[src/rtl/des_key_schedule.sv]
// Iterative DES key schedule: keeps only C/D and emits one PC-2 subkey per advance.
// Optional build macro DES_KEY_PARITY_CHECK_EN adds an odd-parity check of key_in at accept.
module des_key_schedule (
  input  logic        clk,
  input  logic        rst_n,
  input  logic [63:0] key_in,
  input  logic        decrypt,
  input  logic        key_valid,
  output logic        key_ready,
  output logic [47:0] round_key,
  output logic        round_key_valid,
  output logic [3:0]  round_idx,
  output logic        last_round,
  input  logic        advance,
  output logic        parity_err
);

  // FIPS tables, 1-based bit numbers with bit 1 = MSB
  localparam int PC1 [56] = '{
    57, 49, 41, 33, 25, 17,  9,  1, 58, 50, 42, 34, 26, 18,
    10,  2, 59, 51, 43, 35, 27, 19, 11,  3, 60, 52, 44, 36,
    63, 55, 47, 39, 31, 23, 15,  7, 62, 54, 46, 38, 30, 22,
    14,  6, 61, 53, 45, 37, 29, 21, 13,  5, 28, 20, 12,  4};
  localparam int PC2 [48] = '{
    14, 17, 11, 24,  1,  5,  3, 28, 15,  6, 21, 10,
    23, 19, 12,  4, 26,  8, 16,  7, 27, 20, 13,  2,
    41, 52, 31, 37, 47, 55, 30, 40, 51, 45, 33, 48,
    44, 49, 39, 56, 34, 53, 46, 42, 50, 36, 29, 32};

  typedef enum logic {IDLE, RUN} state_t;

  state_t      state;
  logic [27:0] c, d;
  logic        dir;
  logic [55:0] cd0;
  logic [27:0] c_nxt, d_nxt;
  logic [47:0] key_nxt;
  logic        accept, step, dbl;

  // Round numbers 1, 2, 9 and 16 shift by one; all others by two.
  function automatic logic two_step(input logic [3:0] r);
    return !(r == 4'd0 || r == 4'd1 || r == 4'd8 || r == 4'd15);
  endfunction

  assign accept     = key_valid & key_ready;
  assign step       = (state == RUN) & advance & (round_idx != 4'd15);
  assign last_round = round_key_valid & (round_idx == 4'd15);

  for (genvar i = 0; i < 56; i++) begin : g_pc1
    assign cd0[55-i] = key_in[64-PC1[i]];
  end

  always_comb begin
    c_nxt = c;
    d_nxt = d;
    dbl   = 1'b0;
    if (accept) begin
      // Decrypt starts from C16/D16, which equals the unrotated C0/D0.
      if (decrypt) begin
        c_nxt = cd0[55:28];
        d_nxt = cd0[27:0];
      end else begin
        c_nxt = {cd0[54:28], cd0[55]};
        d_nxt = {cd0[26:0], cd0[27]};
      end
    end else if (step) begin
      if (!dir) begin
        dbl   = two_step(round_idx + 4'd1);
        c_nxt = dbl ? {c[25:0], c[27:26]} : {c[26:0], c[27]};
        d_nxt = dbl ? {d[25:0], d[27:26]} : {d[26:0], d[27]};
      end else begin
        dbl   = two_step(4'd15 - round_idx);
        c_nxt = dbl ? {c[1:0], c[27:2]} : {c[0], c[27:1]};
        d_nxt = dbl ? {d[1:0], d[27:2]} : {d[0], d[27:1]};
      end
    end
  end

  for (genvar i = 0; i < 48; i++) begin : g_pc2
    if (PC2[i] <= 28) begin : g_c
      assign key_nxt[47-i] = c_nxt[28-PC2[i]];
    end else begin : g_d
      assign key_nxt[47-i] = d_nxt[56-PC2[i]];
    end
  end

  always_ff @(posedge clk or negedge rst_n) begin
    if (!rst_n) begin
      state           <= IDLE;
      key_ready       <= 1'b1;
      round_key_valid <= 1'b0;
      round_idx       <= 4'd0;
      round_key       <= 48'd0;
      c               <= 28'd0;
      d               <= 28'd0;
      dir             <= 1'b0;
    end else begin
      case (state)
        IDLE: if (accept) begin
          c               <= c_nxt;
          d               <= d_nxt;
          dir             <= decrypt;
          round_key       <= key_nxt;
          round_idx       <= 4'd0;
          round_key_valid <= 1'b1;
          key_ready       <= 1'b0;
          state           <= RUN;
        end
        RUN: if (advance) begin
          if (round_idx == 4'd15) begin
            state           <= IDLE;
            round_key_valid <= 1'b0;
            round_idx       <= 4'd0;
            key_ready       <= 1'b1;
          end else begin
            c         <= c_nxt;
            d         <= d_nxt;
            round_key <= key_nxt;
            round_idx <= round_idx + 4'd1;
          end
        end
        default: state <= IDLE;
      endcase
    end
  end

`ifdef DES_KEY_PARITY_CHECK_EN
  logic [7:0] byte_odd;
  for (genvar b = 0; b < 8; b++) begin : g_par
    assign byte_odd[b] = ^key_in[8*b +: 8];
  end

  always_ff @(posedge clk or negedge rst_n) begin
    if (!rst_n)      parity_err <= 1'b0;
    else if (accept) parity_err <= ~&byte_odd;
  end
`else
  // Parity bits feed nothing in this build.
  logic unused_par;
  assign unused_par = ^{key_in[56], key_in[48], key_in[40], key_in[32],
                        key_in[24], key_in[16], key_in[8],  key_in[0]};
  assign parity_err = 1'b0;
`endif

endmodule

[config.mk]
export PLATFORM = sky130hd
export DESIGN_NAME = des_key_schedule
export DESIGN_NICKNAME = d
export VERILOG_FILES = /design/src/rtl/des_key_schedule.sv
export SDC_FILE = /design/constraint.sdc
export NUM_CORES = 1
export LEC_CHECK = 0
export CORE_MARGIN = 3
export CORE_UTILIZATION = 50
export DETAILED_ROUTE_END_ITERATION = 8
export GPL_ROUTABILITY_DRIVEN = 0
export PLACE_DENSITY_LB_ADDON = 0.2
export SLEW_MARGIN = 40
export SYNTH_ARGS = -nofsm -noshare
export SYNTH_HDL_FRONTEND = slang
export SYNTH_SLANG_ARGS = --single-unit
[constraint.sdc]
create_clock -name clk -period 2.45 [get_ports clk]
set_input_delay 0.49 -clock clk [delete_from_list [all_inputs] [get_ports clk]]
set_output_delay 0.49 -clock clk [all_outputs]
set_load 0.03 [all_outputs]
Word-level counts from Yosys, hierarchy flattened --
Index checks and enable logic that the tools add are counted.
Word-level totals: register bits 112, bits of input ports 69, output and inout bits 56, word-level logic and storage cells 79
Cells by class: add/subtract/negate cells 2, equal/unequal tests 12, multiplexer cells 40, bitwise gates (word level) 5, reductions and logical operators 12
Operator list (count):
- two-way mux 28 bit | 18
- two-way mux 48 bit | 3
- case mux 28 bit (2 select lines) | 2
- case mux 48 bit (2 select lines) | 1
- equality test 4 bit (second input constant) | 5
- two-way mux 4 bit | 3
- two-way mux 1 bit | 9
- equality test 4 x 1 -> 1 bit (second input constant) | 2
- logical NOT 4 bit | 2
- case mux 4 bit (2 select lines) | 1
- logical OR 1 bit | 6
- inequality test 2 bit (second input constant) | 3
- case mux 1 bit (2 select lines) | 3
- AND reduction 3 bit | 2
- adder 4 x 1 -> 4 bit (second input constant) | 1
- bitwise AND 1 bit | 4
- inequality test 4 bit (second input constant) | 1
- AND reduction 2 bit | 2
- subtractor 4 bit (first input constant) | 1
- inequality test 2 x 1 -> 1 bit (second input constant) | 1
- NOT 1 bit | 1

Logic depth before layout (Yosys ltp) --
Gate-level depths: netlist (run 1).
word-level depth 12, mapped depth 8, mapped depth without buffers 6

Worst setup path after synthesis (run 1) --
No wires, ideal clock.
kind flip-flop to flip-flop, from register round_idx[0], to register round_key[17], setup time 134 ps, data arrival time 2140 ps, required time 2316 ps, slack 177 ps, cell stages (with the launch flop) 9, path buffers 3, clock period less this slack 2273 ps, cell sequence dfrtp_1 -> ha_1 -> clkbuf_1 -> or4b_4 -> o311a_1 -> buf_6 -> buf_6 -> a211oi_2 -> o31ai_1
Between the ends: longest elaborated chain between the ends 12, elaborated cells between the ends (all ways) 30, classes of those cells add/sub: 2; eq/ne: 9; mux: 9; bitwise: 1; reduce/logical: 9
Ends and longest elaborated chain:
- from (decl) | RTL line 12 | output logic [3:0] round_idx,
- from (signal assigned) | RTL line 119 | round_idx <= round_idx + 4'd1;
- adder 4 x 1 -> 4 bit or subtractor 4 bit (tied branches) | RTL line 68, 72
- equality test 4 x 1 -> 1 bit or logical NOT 4 bit (tied branches) | RTL line 42 | return !(r == 4'd0 || r == 4'd1 || r == 4'd8 || r == 4'd15);
- logical OR 1 bit (3 in a row) | RTL line 42
- two-way mux 28 bit (on tied branches) | RTL line 70, 74
- two-way mux 28 bit | RTL line 67 | if (!dir) begin
- two-way mux 28 bit | RTL line 66 | end else if (step) begin
- two-way mux 28 bit | RTL line 57 | if (accept) begin
- two-way mux 48 bit | RTL line 110 | if (round_idx == 4'd15) begin
- two-way mux 48 bit | RTL line 109 | RUN: if (advance) begin
- case mux 48 bit (2 select lines) | RTL line 98 | case (state)
- to (signal assigned) | RTL line 103 | round_key <= key_nxt;
- to (signal assigned) | RTL line 118 | round_key <= key_nxt;
- to (decl) | RTL line 10 | output logic [47:0] round_key,
Parallel ways exist; a longest one is shown, timed or not. The select of a mux whose other input is x is not followed. A chain may end at the register's enable or synchronous reset.

Worst setup path after layout (run 1) --
from register round_idx[0], to register round_key[45]
Between the ends: longest elaborated chain between the ends 12, elaborated cells between the ends (all ways) 30, classes of those cells add/sub: 2; eq/ne: 9; mux: 9; bitwise: 1; reduce/logical: 9
Ends and longest elaborated chain (RTL line):
- adder 4 x 1 -> 4 bit or subtractor 4 bit (tied branches) | 68, 72
- equality test 4 x 1 -> 1 bit or logical NOT 4 bit (tied branches) | 42
- logical OR 1 bit (3 in a row) | 42
- two-way mux 28 bit (on tied branches) | 69, 73
- two-way mux 28 bit | 67
- two-way mux 28 bit | 66
- two-way mux 28 bit | 57
- two-way mux 48 bit | 110
- two-way mux 48 bit | 109
- case mux 48 bit (2 select lines) | 98
Parallel ways exist; a longest one is shown, timed or not. The select of a mux whose other input is x is not followed.

==> reports/metrics.csv, run 1 <==
stage;metric;value;unit
outcome;status;completed;
cts;H-Tree Depth;3;
min_path;Hold Crit Class;primary input to async pin;
cts;number of clock sinks;64;
route;routed wl met2;9.52;mm
power_and_ir_drop;switching pwr;571;uW
logic_synthesis;Netlist cell types;38;
timing;final setup vio count;0;
power_and_ir_drop;Static Leak;2.59;nW
power_and_ir_drop;Max VDD drop;0.000384;V
timing;hold_ws;0.153;ns
cts;CTS tree;built;
critical_path;critical path arrival;2.48;ns
power_and_ir_drop;Switching Share;0.227;
power_and_ir_drop;PwrDens;329;nW/um^2
timing;Fin Clk Skew;0.00599;ns
global_route;GRT Total Usage;0.296;
logic_synthesis;top-area cell type share of the netlist area;0.241;
timing;final worst-path cycle share;0.927;
critical_path;terminus of the critical flop-to-flop path;round_key[45];
floorplanning;Initial Utilization;0.514;
power_and_ir_drop;Design Power;2.52;mW
floorplanning;chip width;120;um
logic_synthesis;syn nets;800;
run;total of max-cap violations;0;
logic_synthesis;Gate Count Post-Synth;726;
cts;clk root buf;clkbuf_16;
finish;commonest non-fill, non-tap cell in the layout;clkdlybuf4s50_1;
cts;CTS max path bufs;2;
timing;unrepaired setup endpoints after global routing;no;
global_route;first-pass GRT wire length;35.0;mm
finish;share of layout cells above drive strength 1;0.197;
timing;actual slew at the worst max-slew pin;0.787;ns
timing;Rel. slew slack;0.475;
finish;Area growth syn-to-layout;17.1;%
cts;Worst-Skew Late Latency;0.34;ns
finish;fin util;0.602;
global_route;initial antenna violation count;0;
cts;cts hold-fix bufs;0;
timing;Final min period;2.27;ns
route;DR iter-0 viols;1262;
critical_path;CP Launch Type;flip-flop;
critical_path;Reg2Reg Setup Slack;0.18;ns
global_route;vias in the first global route;6336;
logic_synthesis;largest cells by area after synthesis;dfrtp_1 24%, mux2_2 9.6%, a211oi_2 7.7%;
logic_synthesis;sequential fraction of the synthesis area;0.245;
critical_path;R2R depth;7;
critical_path;CP Max Fanout;22;
timing;Worst Slack Setup Final;0.179;ns
finish;Post-Layout Inst Area;7650;um^2
power_and_ir_drop;Clk pwr share;0.479;
route;WL final;21.8;mm
critical_path;CP endpoint;round_key[45];
place;I/O Buffers;115;
power_and_ir_drop;combinational share of power;0.101;
logic_synthesis;Yosys top cell by area;dfrtp_1;
route;met1 wire length;9.53;mm
timing;setup TNS;0;ns
place;DP Area;7390;um^2
route;final antenna-violating net count;0;
power_and_ir_drop;Internal Power;1.95;mW
logic_synthesis;Post-synth top flop;dfrtp_1;
finish;most frequent cells in the layout;112 x clkdlybuf4s50_1, 62 x dfrtp_1, 61 x inv_1;
route;uppermost layer routed;met4;
global_route;Remaining Overflow, GRT;0;
route;metal3 WL;2.24;mm
power_and_ir_drop;Sequential Power Share;0.420;
place;placed cell count;876;
route;Vias;6639;
finish;Post-Layout Cell Count;891;
logic_synthesis;Yosys warnings;0;
floorplanning;I/O Pins;125;
logic_synthesis;Syn Std Cell Area;6540;um^2
timing;Max Transition Viols Final;0;
critical_path;worst r2r src;round_idx[0];
floorplanning;cell row count;41;
floorplanning;CORE AREA;12700;um^2
cts;Clk pin slew, worst setup/hold paths;0.05;ns
floorplanning;total die area;14500;um^2
global_route;pin count of the biggest net entering global routing;169;
timing;achievable clock frequency;440;MHz
cts;post-CTS setup buffers;0;
finish;Final nets;789;
route;routed len/inst;24.4;um
critical_path;Critical Path Source;round_idx[0];
route;vias per cell;7.45;
logic_synthesis;number of synthesized flops with an enable pin;0;
floorplanning;Vert. Die Dim;120;um
place;post-place setup slack;0.141;ns
finish;diode count;0;
logic_synthesis;Synth Register Bits;64;
critical_path;worst setup path category;flip-flop to flip-flop;
logic_synthesis;syn avg cell area;9.00;um^2
place;post-DP HPWL;12.6;mm
route;Pre-antenna DRT Iters;5;
critical_path;Setup crit end kind;flip-flop;
critical_path;Worst EP required;2.66;ns
cts;total CTS buffers;9;
timing;final hold viol count;0;
cts;post-CTS sizing;0;
logic_synthesis;fraction of registers with async set or reset after synthesis;1.00;
route;DRC Markers;0;
[routing by layer]
layer | up-vias | track usage
li1 | 2909 | -
met1 | 3239 | 0.432
met2 | 447 | 0.414
met3 | 44 | 0.0879
met4 | 0 | 0.101
met5 | - | 0
[how the worst min path moves through the flow]
stage,endpoint,cells past startpoint
finish,c[19],2
floorplan,c[10],0
global route,c[19],2
CTS,c[19],2
detailed placement,key_ready,2
global placement,key_ready,2
[state kept, by name, indices dropped and copies added (netlist names)]
register	flops
key_ready	1
round_key_valid	1
dir	1
c	5
round_idx	4
state	1
d	4
round_key	47
[area by class of cell]
| cell class | instances | area [um^2] |
|---|---|---|
| well taps | 172 | 215 |
| inverters | 62 | 233 |
| fillers | 1138 | 5070 |
| flip-flops and latches | 64 | 1610 |
| multi-input cells | 442 | 3870 |
| clock buffers | 15 | 268 |
| repair buffers | 136 | 1460 |
[critical path: stages (launching register included)]
cell and delay [ns]:
dfrtp_1 0.45, inv_1 0.16, ha_1 0.16, or4b_4 0.48, o311a_2 0.26, buf_12 0.22, a211oi_1 0.28, o31ai_1 0.11
[synth_stat cells (all sizes together), types with 2 or more instances]
| cell type | n |
|---|---|
| buf | 87 |
| clkbuf | 71 |
| dfrtp | 63 |
| inv | 62 |
| o31ai | 58 |
| o311ai | 57 |
| a211oi | 56 |
| a32oi | 56 |
| mux2 | 56 |
| nor4 | 56 |
| o2111ai | 56 |
| nand2 | 7 |
| nor2 | 7 |
| ha | 5 |
| o21ai | 5 |
| a21oi | 4 |
| and3 | 4 |
| and2 | 2 |
| nand3 | 2 |
[logic make-up after synthesis]
kind of cell / Yosys count / share of synthesized area
mux: 56 / 0.0965
flops: 64 / 0.245
simple gates: 82 / 0.0745
fa+ha+maj: 5 / 0.00957
compound gates: 298 / 0.403
buf+inv: 220 / 0.171
other cells: 1 / 0.000574
[power by group through the flow]
stage	registers (mW)	logic (mW)	clock network [mW]
final	1.06	0.254	1.21
after global routing	1.06	0.271	1.27
after CTS	1.06	0.255	1.23
after detailed placement	1.08	0.254	0
after global placement	1.08	0.253	0
after floorplan	1.08	0.0971	0
No activity file was read; power rests on OpenSTA's default activity.
==> run 2: changes to the inputs <==
Settings changed: CORE_ASPECT_RATIO set to 1.5.
==> reports/metrics.csv, run 2 (same netlist as run 1, synthesis figures left out) <==
stage;metric;value;unit
floorplanning;Initial Utilization;0.517;
finish;Most flops, register;round_key;
timing;Fin Clk Skew;0.00740;ns
timing;final hold viol count;0;
floorplanning;cell row count;50;
power_and_ir_drop;Static Leak;2.63;nW
timing;final worst-path cycle share;0.946;
global_route;Remaining Overflow, GRT;0;
finish;most frequent cells in the layout;112 x clkdlybuf4s50_1, 62 x dfrtp_1, 61 x inv_1;
route;Vias;6625;
power_and_ir_drop;Design Power;2.65;mW
run;total of max-cap violations;0;
place;I/O Buffers;115;
finish;diode count;0;
critical_path;Crit path max-delay family;compound AO/OA/AOI/OAI gates;
timing;Max Transition Viols Final;0;
critical_path;highest cell delay on the worst timing path;0.48;ns
critical_path;Setup crit end kind;flip-flop;
timing;unrepaired setup endpoints after global routing;no;
floorplanning;chip width;99.3;um
outcome;status;completed;
floorplanning;total die area;14500;um^2
timing;achievable clock frequency;431;MHz
finish;Post-Layout Inst Area;7730;um^2
route;Pre-antenna DRT Iters;5;
critical_path;critical path arrival;2.52;ns
global_route;pin count of the biggest net entering global routing;85;
finish;commonest non-fill, non-tap cell in the layout;clkdlybuf4s50_1;
finish;number of flip-flops in the largest register;47;
timing;hold_ws;0.173;ns
timing;final setup vio count;0;
critical_path;CP Launch Type;flip-flop;
place;post-DP HPWL;13.1;mm
finish;share of layout cells above drive strength 1;0.217;
critical_path;worst r2r src;round_idx[0];
critical_path;number of buffers and inverters on the critical path;2;
floorplanning;Vert. Die Dim;146;um
cts;CTS tree;built;
timing;Final min period;2.32;ns
route;WL final;21.0;mm
cts;Clk pin slew, worst setup/hold paths;0.06;ns
cts;Worst-Skew Late Latency;0.34;ns
cts;H-Tree Depth;3;
global_route;GRT Total Usage;0.282;
global_route;initial antenna violation count;0;
finish;Fillers;1110;
cts;post-CTS setup buffers;0;
place;DP Area;7430;um^2
min_path;Hold Crit Class;primary input to async pin;
finish;Final nets;801;
cts;total CTS buffers;9;
timing;Rel. slew slack;0.527;
critical_path;Reg2Reg Setup Slack;0.13;ns
floorplanning;I/O Pins;125;
critical_path;CP endpoint;round_key[22];
cts;CTS max path bufs;2;
critical_path;number of cells on the critical path;7;
critical_path;terminus of the critical flop-to-flop path;round_key[22];
cts;number of clock sinks;64;
critical_path;R2R depth;7;
power_and_ir_drop;Max VDD drop;0.000298;V
critical_path;worst setup path category;flip-flop to flip-flop;
finish;Area growth syn-to-layout;18.3;%
critical_path;Worst EP required;2.65;ns
floorplanning;CORE AREA;12600;um^2
route;DR iter-0 viols;640;
finish;biggest regs;round_key (47), c (5);
route;final antenna-violating net count;0;
critical_path;critical path, cell by cell;inv_1, ha_1, or3b_2, o21a_1, buf_4, o311ai_0, o31ai_1;
route;DRC Markers;0;
power_and_ir_drop;PwrDens;343;nW/um^2
timing;actual slew at the worst max-slew pin;0.710;ns
route;vias per cell;7.46;
critical_path;CP Max Fanout;28;
global_route;first-pass GRT wire length;34.0;mm
critical_path;slowest cell on the critical path;or3b_2;
critical_path;Critical Path Source;round_idx[0];
timing;setup TNS;0;ns
route;routed len/inst;23.7;um
global_route;vias in the first global route;6401;
cts;clk root buf;clkbuf_16;
## run 2: cell count changes in the layout (fill, tap and decap cells not counted), moves of 2 or more
cell	before	now
buf_4	9	23
o311ai_0	54	50
o311ai_1	2	6
buf_12	13	11
clkbuf_1	4	2
clkinv_2	0	2
## run 2: power breakdown
group	internal [mW]	switching [mW]
Sequential	1.06	0
Clock	0.842	0.501
Combinational	0.156	0.0978
Total	2.05	0.598
## run 2: worst min-delay path by stage
stage / start / to / cells after the start
6_report: rst_n / round_key[22] / 1
3_3_place_gp: key_ready / key_ready / 2
2_1_floorplan: rst_n / c[10] / 0
5_1_grt: rst_n / round_key[22] / 1
3_5_place_dp: key_ready / key_ready / 2
4_1_cts: rst_n / round_key[0] / 1
## run 2: metal layers
layer | global-route usage | vias to the layer above | routed length [um]
met5 | 0 | - | 0
met4 | 0.120 | 0 | 532
met3 | 0.0402 | 40 | 1370
met2 | 0.484 | 358 | 11000
li1 | - | 2940 | -
met1 | 0.349 | 3287 | 8100
## run 2: through the flow
step                      instances  setup WS [ns]  utilization
after floorplan                 726          0.177            -
after global placement          872          0.237        0.588
after detailed placement        872          0.145        0.588
after CTS                       888          0.105        0.612
after global routing            888         0.0102        0.612
final                           888          0.132        0.612
## run 2: area by class of cell
class	count	area, um^2	area share
inverters	62	233	0.0301
clock inverters	3	40.0	0.00518
repair buffers	148	1520	0.197
well taps	156	195	0.0252
multi-input cells	442	3870	0.501
flip-flops and latches	64	1610	0.208
clock buffers	13	260	0.0337
## run 2: timing repair
item / in CTS / in global routing
gates resized for setup: 0 / 4
endpoints found under the setup margin: 0 / 4
hold buffers: 0 / 0
hold endpoints to repair: 0 / 0
==> run 3: changes to the inputs <==
Clock period 2.45 ns to 3 ns, I/O delays scaled along.
==> reports/metrics.csv, run 3 (same netlist as run 1, synthesis figures left out) <==
stage;metric;value;unit
finish;Fillers;1135;
cts;Worst-Skew Late Latency;0.34;ns
global_route;Remaining Overflow, GRT;0;
route;Vias;6622;
finish;Final nets;790;
power_and_ir_drop;Max VDD drop;0.000263;V
timing;unrepaired setup endpoints after global routing;no;
route;final antenna-violating net count;0;
timing;setup TNS;0;ns
finish;Register Area;1610;um^2
finish;Area growth syn-to-layout;16.1;%
route;DR iter-0 viols;757;
power_and_ir_drop;switching pwr;471;uW
power_and_ir_drop;Internal Power;1.59;mW
timing;actual slew at the worst max-slew pin;0.749;ns
finish;diode count;0;
run;total of max-cap violations;0;
critical_path;Worst EP required;2.40;ns
route;DRC Markers;0;
timing;Rel. slew slack;0.500;
global_route;pin count of the biggest net entering global routing;85;
critical_path;critical path arrival;2.16;ns
critical_path;CP Launch Type;flip-flop;
min_path;Hold Crit Class;primary input to async pin;
floorplanning;I/O Pins;125;
cts;clk root buf;clkbuf_16;
global_route;first-pass GRT wire length;34.5;mm
critical_path;worst setup path category;flip-flop to output port;
timing;final hold viol count;0;
critical_path;R2R depth;6;
timing;final setup vio count;0;
outcome;status;completed;
route;routed len/inst;24.1;um
floorplanning;chip width;99.3;um
route;Pre-antenna DRT Iters;5;
finish;number of flip-flops in the largest register;47;
floorplanning;CORE AREA;12600;um^2
power_and_ir_drop;Design Power;2.07;mW
critical_path;Reg2Reg Setup Slack;0.52;ns
power_and_ir_drop;combinational share of power;0.099;
finish;area of the multi-input gates;3880;um^2
timing;Fin Clk Skew;0.00588;ns
power_and_ir_drop;Sequential Power Share;0.418;
global_route;GRT Total Usage;0.285;
cts;H-Tree Depth;3;
finish;fin util;0.600;
critical_path;Setup crit end kind;output port;
timing;achievable clock frequency;363;MHz
finish;Most flops, register;round_key;
finish;biggest regs;round_key (47), c (5);
timing;final worst-path cycle share;0.919;
finish;commonest non-fill, non-tap cell in the layout;clkdlybuf4s50_1;
cts;total CTS buffers;9;
global_route;initial antenna violation count;0;
power_and_ir_drop;Clk pwr share;0.483;
timing;Final min period;2.76;ns
finish;share of layout cells above drive strength 1;0.202;
place;post-place setup slack;0.473;ns
place;post-DP HPWL;12.6;mm
cts;CTS tree;built;
floorplanning;Vert. Die Dim;146;um
power_and_ir_drop;Switching Share;0.228;
critical_path;CP Max Fanout;9;
place;I/O Buffers;115;
global_route;vias in the first global route;6520;
timing;Worst Slack Setup Final;0.243;ns
route;WL final;21.2;mm
route;vias per cell;7.55;
cts;Clk pin slew, worst setup/hold paths;0.06;ns
floorplanning;cell row count;50;
floorplanning;total die area;14500;um^2
timing;Max Transition Viols Final;0;
power_and_ir_drop;PwrDens;272;nW/um^2
finish;most frequent cells in the layout;113 x clkdlybuf4s50_1, 62 x dfrtp_1, 61 x inv_1;
cts;CTS max path bufs;2;
power_and_ir_drop;Static Leak;2.54;nW
cts;number of clock sinks;64;
floorplanning;Initial Utilization;0.517;
-- run 3: cell count changes in the layout (fill, tap and decap cells not counted) --
cell	before	now
buf_12	11	7
buf_4	23	13
buf_6	0	2
bufinv_16	1	0
clkbuf_1	2	4
clkdlybuf4s50_1	112	113
ha_1	5	4
ha_2	0	1
inv_2	1	0
o311ai_0	50	54
o311ai_1	6	2
-- run 3: critical path, cell delays in order, from the launching register on --
cell             delay [ns]
dfrtp_1                0.45
ha_2                   0.34
nand3_1                0.19
nor2_1                 0.15
clkdlybuf4s50_1        0.68
-- run 3: cell type report --
type / count / area share
Timing Repair Buffer: 137 / 0.185
Sequential cell: 64 / 0.212
Inverter: 62 / 0.0308
Tap cell: 156 / 0.0257
Clock buffer: 15 / 0.0353
Clock inverter: 1 / 0.000660
Multi-Input combinational cell: 442 / 0.511
-- run 3: timing repair --
action                     in CTS  in global routing
setup endpoints to repair       0                  1
setup buffers                   0                  0
hold buffers                    0                  0
resized for setup               0                  1
-- run 3: worst paths after layout --
path,startpoint,to
hold / removal,rst_n,round_key[22]
setup / recovery,round_idx[1],last_round
min in group clk,key_ready,key_ready
max in group asynchronous,rst_n,round_key[35]
hold reg to reg,key_ready,key_ready
setup reg to reg,round_idx[0],round_key[40]
-- run 3: per-stage QoR --
step                      area (um^2)  instances  hold WS (ns)
after detailed placement         7300        861         0.507
after CTS                        7570        877         0.221
after global placement           7300        861         0.497
after global routing             7590        877         0.246
after floorplan                  6540        726         0.304
final                            7590        877         0.217
-- run 3: power groups by stage --
stage | clock network, mW | registers (mW) | logic (mW)
floorplan | 0 | 0.879 | 0.0793
global placement | 0 | 0.879 | 0.203
detailed placement | 0 | 0.879 | 0.205
CTS | 1.00 | 0.864 | 0.206
global route | 1.04 | 0.863 | 0.219
finish | 0.997 | 0.864 | 0.205
-- run 3: layer usage --
| metal | vias to the layer above | part of all wire | GRT usage |
|---|---|---|---|
| met3 | 51 | 0.068 | 0.0435 |
| li1 | 2916 | - | - |
| met5 | - | 0 | 0 |
| met4 | 0 | 0.025 | 0.113 |
| met2 | 359 | 0.52 | 0.491 |
| met1 | 3296 | 0.38 | 0.355 |
